### config.mk
export PLATFORM = sky130hd
export DESIGN_NAME = ifetch_prefetch_queue
export DESIGN_NICKNAME = d
export VERILOG_FILES = /design/src/rtl/ifetch_prefetch_queue.sv
export SDC_FILE = /design/constraint.sdc
export NUM_CORES = 1
export LEC_CHECK = 0
export CORE_UTILIZATION = 25
export CTS_CLUSTER_SIZE = 40
export DETAILED_ROUTE_END_ITERATION = 7
export PLACE_DENSITY_LB_ADDON = 0.1
export SYNTH_ARGS = -nofsm -noshare
export SYNTH_HDL_FRONTEND = slang
export SYNTH_SLANG_ARGS = --single-unit
### constraint.sdc
create_clock -name clk -period 6.1 [get_ports clk]
set_clock_uncertainty 0.1 [all_clocks]
set_input_delay 1.22 -clock clk [delete_from_list [all_inputs] [get_ports clk]]
set_output_delay 1.22 -clock clk [all_outputs]
set_load 0.02 [all_outputs]
### src/rtl/ifetch_prefetch_queue.sv
// Instruction-fetch prefetch queue: issues in-order requests to a variable-latency
// instruction memory and buffers returned words for the IF_ID register.
module ifetch_prefetch_queue #(
  parameter int          DEPTH    = 4,
  parameter logic [31:0] RESET_PC = 32'h0000_0000
) (
  input  logic        clk,
  input  logic        rst,
  output logic        imem_req_valid,
  output logic [31:0] imem_req_addr,
  input  logic        imem_req_ready,
  input  logic        imem_resp_valid,
  input  logic [31:0] imem_resp_data,
  input  logic        redirect,
  input  logic [31:0] redirect_pc,
  input  logic        deq_ready,
  output logic        out_valid,
  output logic [31:0] out_inst,
  output logic [31:0] out_pc_plus4
);

  localparam int AW = (DEPTH > 1) ? $clog2(DEPTH) : 1;
  localparam int CW = $clog2(DEPTH + 1);
  localparam int DW = $clog2(DEPTH + 2);

  typedef enum logic [1:0] {
    S_IDLE,
    S_FETCH,
    S_DRAIN
  } state_t;

  state_t        r_state;
  state_t        w_state_next;
  logic [31:0]   r_fetch_pc;
  logic [31:0]   w_fetch_pc_next;
  logic [31:0]   r_resp_pc;
  logic [31:0]   w_resp_pc_next;
  logic [CW-1:0] r_count;
  logic [CW-1:0] w_count_next;
  logic [CW-1:0] r_outstanding;
  logic [CW-1:0] w_outstanding_next;
  logic [DW-1:0] r_drop_cnt;
  logic [DW-1:0] w_drop_cnt_next;
  logic [AW-1:0] r_wr_ptr;
  logic [AW-1:0] r_rd_ptr;

  logic [31:0]   r_inst_mem [DEPTH];
  logic [31:0]   r_pc4_mem  [DEPTH];

  logic          w_room;
  logic          w_accept;
  logic          w_push;
  logic          w_pop;
  logic [DW-1:0] w_drop_on_redirect;

  // Credit check: buffered words plus in-flight requests may never exceed DEPTH.
  assign w_room = ((CW+1)'(r_count) + (CW+1)'(r_outstanding)) < (CW+1)'(DEPTH);

  assign imem_req_valid = (r_state == S_FETCH) && !redirect && w_room;
  assign imem_req_addr  = r_fetch_pc;
  assign w_accept       = imem_req_valid && imem_req_ready;

  assign out_valid    = (r_count != '0);
  assign out_inst     = out_valid ? r_inst_mem[r_rd_ptr] : 32'h0;
  assign out_pc_plus4 = out_valid ? r_pc4_mem[r_rd_ptr]  : 32'h0;

  assign w_push = (r_state == S_FETCH) && imem_resp_valid && !redirect;
  assign w_pop  = out_valid && deq_ready && !redirect;

  // A response arriving in the redirect cycle is already stale, so it is netted out here.
  assign w_drop_on_redirect = DW'(r_outstanding) + DW'(w_accept) - DW'(imem_resp_valid);

  always_comb begin
    w_state_next       = r_state;
    w_fetch_pc_next    = r_fetch_pc;
    w_resp_pc_next     = r_resp_pc;
    w_outstanding_next = r_outstanding;
    w_drop_cnt_next    = r_drop_cnt;
    w_count_next       = r_count + CW'(w_push) - CW'(w_pop);

    case (r_state)
      S_IDLE: begin
        w_state_next = S_FETCH;
      end
      S_FETCH: begin
        if (redirect) begin
          w_drop_cnt_next    = w_drop_on_redirect;
          w_outstanding_next = '0;
          if (w_drop_on_redirect != '0) begin
            w_state_next = S_DRAIN;
          end
        end else begin
          w_outstanding_next = r_outstanding + CW'(w_accept) - CW'(imem_resp_valid);
          if (w_accept) begin
            w_fetch_pc_next = r_fetch_pc + 32'd4;
          end
          if (w_push) begin
            w_resp_pc_next = r_resp_pc + 32'd4;
          end
        end
      end
      S_DRAIN: begin
        if (imem_resp_valid) begin
          w_drop_cnt_next = r_drop_cnt - DW'(1);
        end
        if (w_drop_cnt_next == '0) begin
          w_state_next = S_FETCH;
        end
      end
      default: begin
        w_state_next = S_IDLE;
      end
    endcase

    if (redirect) begin
      w_fetch_pc_next = redirect_pc;
      w_resp_pc_next  = redirect_pc;
      w_count_next    = '0;
    end
  end

  always_ff @(posedge clk or posedge rst) begin
    if (rst) begin
      r_state       <= S_IDLE;
      r_fetch_pc    <= RESET_PC;
      r_resp_pc     <= RESET_PC;
      r_count       <= '0;
      r_outstanding <= '0;
      r_drop_cnt    <= '0;
      r_wr_ptr      <= '0;
      r_rd_ptr      <= '0;
    end else begin
      r_state       <= w_state_next;
      r_fetch_pc    <= w_fetch_pc_next;
      r_resp_pc     <= w_resp_pc_next;
      r_count       <= w_count_next;
      r_outstanding <= w_outstanding_next;
      r_drop_cnt    <= w_drop_cnt_next;
      if (redirect) begin
        r_wr_ptr <= '0;
        r_rd_ptr <= '0;
      end else begin
        if (w_push) begin
          r_wr_ptr <= r_wr_ptr + AW'(1);
        end
        if (w_pop) begin
          r_rd_ptr <= r_rd_ptr + AW'(1);
        end
      end
    end
  end

  // Storage needs no reset: entries are only visible while r_count says they are live.
  always_ff @(posedge clk) begin
    if (w_push) begin
      r_inst_mem[r_wr_ptr] <= imem_resp_data;
      r_pc4_mem[r_wr_ptr]  <= r_resp_pc + 32'd4;
    end
  end

  a_no_overflow: assert property (@(posedge clk) disable iff (rst)
    !(w_push && !w_pop && (r_count == CW'(DEPTH))));

endmodule

==> impl_metrics.ini, run 1 <==
[setup_path]
worst-setup-path-type = flip-flop to output pin
cp-startpoint = r_rd_ptr[0]
start_kind = flip-flop
critPathCapture = out_pc_plus4[1]
worstReg2RegEnd = r_state[1]
end_kind = output pin
crit_slowest_cell = dfrtp_4
worstPathArrival_ns = 3.13
r2r-start = r_state[1]
crit_path_max_fanout = 38
max_stage_delay_ns = 0.85
regToRegSetupSlack_ns = 2.27
worstPathCellList = buf_12 -> mux4_2 -> and2_1 -> clkdlybuf4s50_1
reg2reg_depth = 13
worstPathRequired_ns = 4.78

[placed_design]
dp.cells = 1876
io_buffers = 167
place_congestion = 0.741
hpwl_um = 24800

[logic_synthesis]
synth_top_area_share_pct = 52.4
seq_area_frac_synth_pct = 65.8
synth_seq_cells = 335
synth_commonest_cells = 256 x edfxtp_1, 79 x dfrtp_1, 76 x and2_1, 70 x nand2_1, 64 x mux4_2
postSynth.asyncResetShare_pct = 23.6
yosysTopAreaCell = edfxtp_1
synth_cell_types = 62
synth_area_leaders = edfxtp_1 52%, dfrtp_1 13%, mux4_2 9.8%, and2_1 3.2%, xnor2_1 2.1%
synth_area_mm2 = 0.0147
synth_flop_cell = edfxtp_1
yosys.cell_count.top_type = edfxtp_1
synthCells = 975
avgSynthCellArea_um2 = 15.1
syn-num-nets = 1060
synth_enable_flop_cells = 256
yosys_warnings = 0

[clock_network]
clockBufferDepth = 3
post_cts_buffers = 0
cts.repair.resized = 0
clock_sinks = 335
ctsRootBufferMaster = clkbuf_16
htreeDepth = 2
clkTransAtPathRegs_ns = 0.06
clk_latency_ns = 0.55
cts_hold_buffers = 0
cts_tree = yes
cts_buffers = 40

[power_and_ir_drop]
p_sw_share_pct = 31.2
clkPwrFrac_pct = 31.7
seqPwrFrac_pct = 39.7
ir_worst_vdd_mv = 0.179
power_density_mw_per_mm2 = 393
combPwrFrac_pct = 28.6
p_leak_uw = 0.00616
internal_power_uw = 4990
p_sw_uw = 2270

[global_route]
grt_max_degree = 68
grt_pass1_vias = 9165
grtUsageTotal_pct = 13.1
overflow = 0
grt_pass1_wl_um = 58600
grt_antenna_before_repair = 1

[layout]
layout-drive-gt1-share_pct = 14.5
regArea_mm2 = 0.00967
antenna_cells = 0
fillers = 5808
finalNetCount = 1238
stdcell_count = 1948
syn_to_final_growth_pct = 26.0
multiInputGateArea_mm2 = 0.00467

[drt]
viasPerCell = 4.46
drtIter0Drc = 487
antenna_left = 0
firstDrtPassIters = 5
drc = 0
wl_per_cell_um = 19.8
wirelength_um = 38500
vias = 8689

[sta]
slew_violations = 0
tightestPinTransition_ns = 0.971
slew-limit-headroom_pct = 35.0
hold_violations = 0
fin_crit_ns = 4.45
max_freq_mhz = 225
fin_tns_setup_ns = 0
min_period_over_period_pct = 72.9
rsz0062_at_grt = false
setup_viol = 0

[floorplanning]
die_h_um = 244
io_pins = 168
start_util_pct = 25.4
num_rows = 88
core-area_mm2 = 0.0578
fp.dieArea_mm2 = 0.0597
die_w_um = 244

[flow_run]
maxCapViolCount = 0

[status]
status = complete, no violations

[worst_hold_path]
hp-class = flip-flop to flip-flop
[layout by cell type (no fill, tap or decap), types with 4 or more instances in the layout]
master	n
nand4_1	28
mux2_2	6
clkdlybuf4s50_1	166
nand3_1	37
o211ai_1	13
ha_1	13
and2_4	4
clkbuf_1	9
clkinv_1	10
dfrtp_1	77
clkbuf_16	40
edfxtp_1	256
xor2_1	35
clkinv_2	5
o311ai_1	4
and2_1	72
nor2_1	41
inv_1	29
a31oi_1	6
a21oi_1	17
o31ai_1	4
nand2_1	70
o21ai_0	42
xnor2_1	35
mux4_2	64
nor3_1	8
buf_4	15
and3_1	4
and4_1	5
[worst max-delay path: cells and delay by family, from the launching register on]
kind                   cells  cell delay [ns]
flip-flops                 1             0.85
buffers and inverters      2             0.97
AND/OR/NAND/NOR            1             0.21
multiplexers               1             0.54
[power by group through the flow]
| stage | Combinational (uW) | Clock, uW | Sequential, uW |
|---|---|---|---|
| final | 2080 | 2300 | 2880 |
| after global routing | 2260 | 2480 | 2920 |
| after CTS | 2140 | 2390 | 2890 |
| after detailed placement | 2130 | 0 | 2930 |
| after global placement | 2130 | 0 | 2940 |
| after floorplan | 1280 | 0 | 2850 |
[registers in the layout (all words and copies together), names as in the netlist]
signal	count
r_rd_ptr	2
r_resp_pc	32
r_state	2
r_count	3
r_drop_cnt	3
r_inst_mem	128
r_pc4_mem	128
r_outstanding	3
imem_req_addr	32
r_wr_ptr	2
[cells by family (layout without fill, tap and decap cells)]
kind of cell | Yosys count | after routing | synth area share (%)
buffers and inverters | 80 | 288 | 2.39
adders and majority gates | 15 | 15 | 1.38
xor gates and xnor gates | 70 | 70 | 4.18
and+or+nand+nor | 302 | 302 | 11.6
AOI/OAI and AO/OA | 103 | 103 | 4.32
DFF | 335 | 335 | 65.8
muxes | 70 | 70 | 10.3
[per-layer routing]
layer | share of wire [%] | global-route usage [%]
met5 | 0 | 0
met3 | 5.1 | 3.17
met4 | 1.8 | 3.11
met2 | 46 | 20.7
met1 | 47 | 18.0
[worst min-delay path by stage]
stage / startpoint / to / slack (ns) / cells after the start
floorplan: r_resp_pc[0] / r_pc4_mem[0][0] / 0.38 / 0
global placement: imem_req_addr[0] / imem_req_addr[0] / 0.42 / 2
detailed placement: r_outstanding[0] / r_outstanding[0] / 0.42 / 2
CTS: r_outstanding[0] / r_outstanding[0] / 0.44 / 2
global route: r_outstanding[0] / r_outstanding[0] / 0.48 / 2
finish: r_outstanding[0] / r_outstanding[0] / 0.43 / 2
[metrics by stage]
step	hold WS [ns]	power, uW	area, um^2	worst slack [ns]	utilization, %
3_5_place_dp	0.421	5060	17200	1.36	29.8
2_1_floorplan	0.376	4120	14700	2.08	-
4_1_cts	0.436	7410	18500	1.51	32.0
3_3_place_gp	0.423	5070	17200	1.40	29.8
6_report	0.425	7260	18500	1.65	32.0
5_1_grt	0.475	7660	18500	1.41	32.0
[cell type report]
class	count	area share (%)
inverter	32	0.656
multi-input combinational	560	25.3
timing repair buffer	184	9.84
sequential	335	52.3
clock inverter	23	1.14
clock buffer	49	5.60
tap	765	5.18
No activity file was read; power rests on OpenSTA's default activity.
==> inputs of run 2 (changes only) <==
Clock period 6.1 ns to 4.4 ns, I/O delays scaled along.
==> run 2 against run 1 <==
Effect of this change:
- sequential share of layout area fell by 0.71 points
- setup slack got worse by 1.1 ns
- global-route usage is essentially flat
- via count rose by 0.25%
- routed wire length is 0.32% lower
- critical path type unchanged
- highest routed layer unchanged
- hold slack improved by 0.0025 ns
- first-iteration DRC count fell by 15%
- non-clock buffer count increased by 3
==> impl_metrics.ini, run 2 (synthesized netlist as in run 1, its figures left out) <==
[status]
status = complete, no violations

[global_route]
grtUsageTotal_pct = 13.1
grt_pass1_vias = 9312
grt_pass1_wl_um = 58800
overflow = 0
grt_max_degree = 67
grt_antenna_before_repair = 2

[drt]
drt-met1-wl_um = 17800
antenna_left = 0
drtIter0Drc = 416
wirelength_um = 38400
firstDrtPassIters = 5
viasPerCell = 4.46
top_layer_used = met4
vias = 8711
drc = 0
wl_met2_um = 18100
wl_per_cell_um = 19.6
wl_met3_um = 1610

[clock_network]
clk_latency_ns = 0.55
ctsRootBufferMaster = clkbuf_16
clockBufferDepth = 3
clock_sinks = 335
cts_buffers = 41
cts_tree = yes
cts.repair.resized = 0
cts_hold_buffers = 0
htreeDepth = 2
post_cts_buffers = 0
clkTransAtPathRegs_ns = 0.06

[sta]
fin_tns_setup_ns = 0
whs_ns = 0.428
slew_violations = 0
hold_violations = 0
tightestPinTransition_ns = 0.631
rsz0062_at_grt = false
min_period_over_period_pct = 88.5
max_freq_mhz = 257
fin_crit_ns = 3.89
final.setup.worst_slack_ns = 0.507
setup_viol = 0
slew-limit-headroom_pct = 57.8

[setup_path]
crit_slowest_cell = or3_2
worstPathArrival_ns = 2.91
worstPathCellList = or3_2 -> buf_4 -> and2_1 -> clkdlybuf4s50_1
crit_path_max_fanout = 49
end_kind = output pin
worstPathRequired_ns = 3.42
max_stage_delay_ns = 0.75
worst-setup-path-type = flip-flop to output pin
start_kind = flip-flop

[power_and_ir_drop]
p_leak_uw = 0.00629
power_density_mw_per_mm2 = 556
ir_worst_vdd_mv = 0.248

[placed_design]
io_buffers = 167
place_congestion = 0.748
place_ws_ns = 0.855
dp.cells = 1879
hpwl_um = 24800

[layout]
stdcell_count = 1954
layout-drive-gt1-share_pct = 15.6
final_cell_mix = 256 x edfxtp_1, 166 x clkdlybuf4s50_1, 77 x dfrtp_1
finalNetCount = 1242
syn_to_final_growth_pct = 27.7
largestRegisters = r_inst_mem x128, r_pc4_mem x128
fillers = 5703
antenna_cells = 0
final_common_cell = edfxtp_1

[floorplanning]
num_rows = 88
die_w_um = 244
start_util_pct = 25.4
core-area_mm2 = 0.0578
fp.dieArea_mm2 = 0.0597
io_pins = 168
die_h_um = 244

[worst_hold_path]
hp-class = flip-flop to flip-flop

[flow_run]
maxCapViolCount = 0
==> run 2: cell types whose count changed in the layout (fill, tap and decap cells not counted), sizes merged <==
cell / change
buf: +3
bufinv: +3
clkbuf: +5
clkinv: -2
clkinvlp: -2
inv: -1
==> run 2: power breakdown <==
group	total [uW]	internal, uW	switching [uW]
sequential	3910	3690	218
combinational	2970	1380	1590
clock	3530	2210	1330
==> run 2: final cells by class <==
class	instances	area, um^2	area share [%]
well taps	765	957	5.11
flip-flops and latches	335	9670	51.6
clock inverters	21	269	1.44
inverters	32	121	0.648
multi-input cells	560	4670	24.9
repair buffers	187	1890	10.1
clock buffers	54	1160	6.18
==> run 2: critical path, delay by kind of cell (launching register included) <==
family	cells	cell delay (ns)
buffers and inverters	2	0.99
DFF	1	0.41
and+or+nand+nor	2	0.96
==> run 2: worst paths after layout <==
kind                               from               to  slack (ns)  depth (start not counted)
setup / recovery             r_count[0]  out_pc_plus4[1]        0.51                          4
hold / removal             r_resp_pc[1]  r_pc4_mem[1][1]        0.43                          0
setup reg to reg             r_state[1]       r_state[1]        1.20                         13
hold reg to reg            r_resp_pc[1]  r_pc4_mem[1][1]        0.43                          0
max in group asynchronous           rst    r_resp_pc[29]        2.91                          3
min in group asynchronous           rst    r_drop_cnt[1]        0.59                          2
==> run 2: metrics by stage <==
stage | utilization (%) | power (uW) | area (um^2)
6_report | 32.4 | 10400 | 18700
5_1_grt | 32.4 | 11000 | 18700
4_1_cts | 32.4 | 10600 | 18700
3_5_place_dp | 30.0 | 7050 | 17300
3_3_place_gp | 30.0 | 7040 | 17300
2_1_floorplan | - | 5720 | 14700
==> run 2: per-layer routing <==
| metal | vias to the layer above | GRT usage (%) |
|---|---|---|
| met3 | 67 | 2.29 |
| met5 | - | 0 |
| met4 | 0 | 4.26 |
| met2 | 202 | 21.0 |
| li1 | 4060 | - |
| met1 | 4382 | 17.8 |
==> inputs of run 3 (changes only) <==
Settings changed: TNS_END_PERCENT set to 20.
==> results of run 3 <==
Final layout, timing and power as in run 2 (identical DEF).
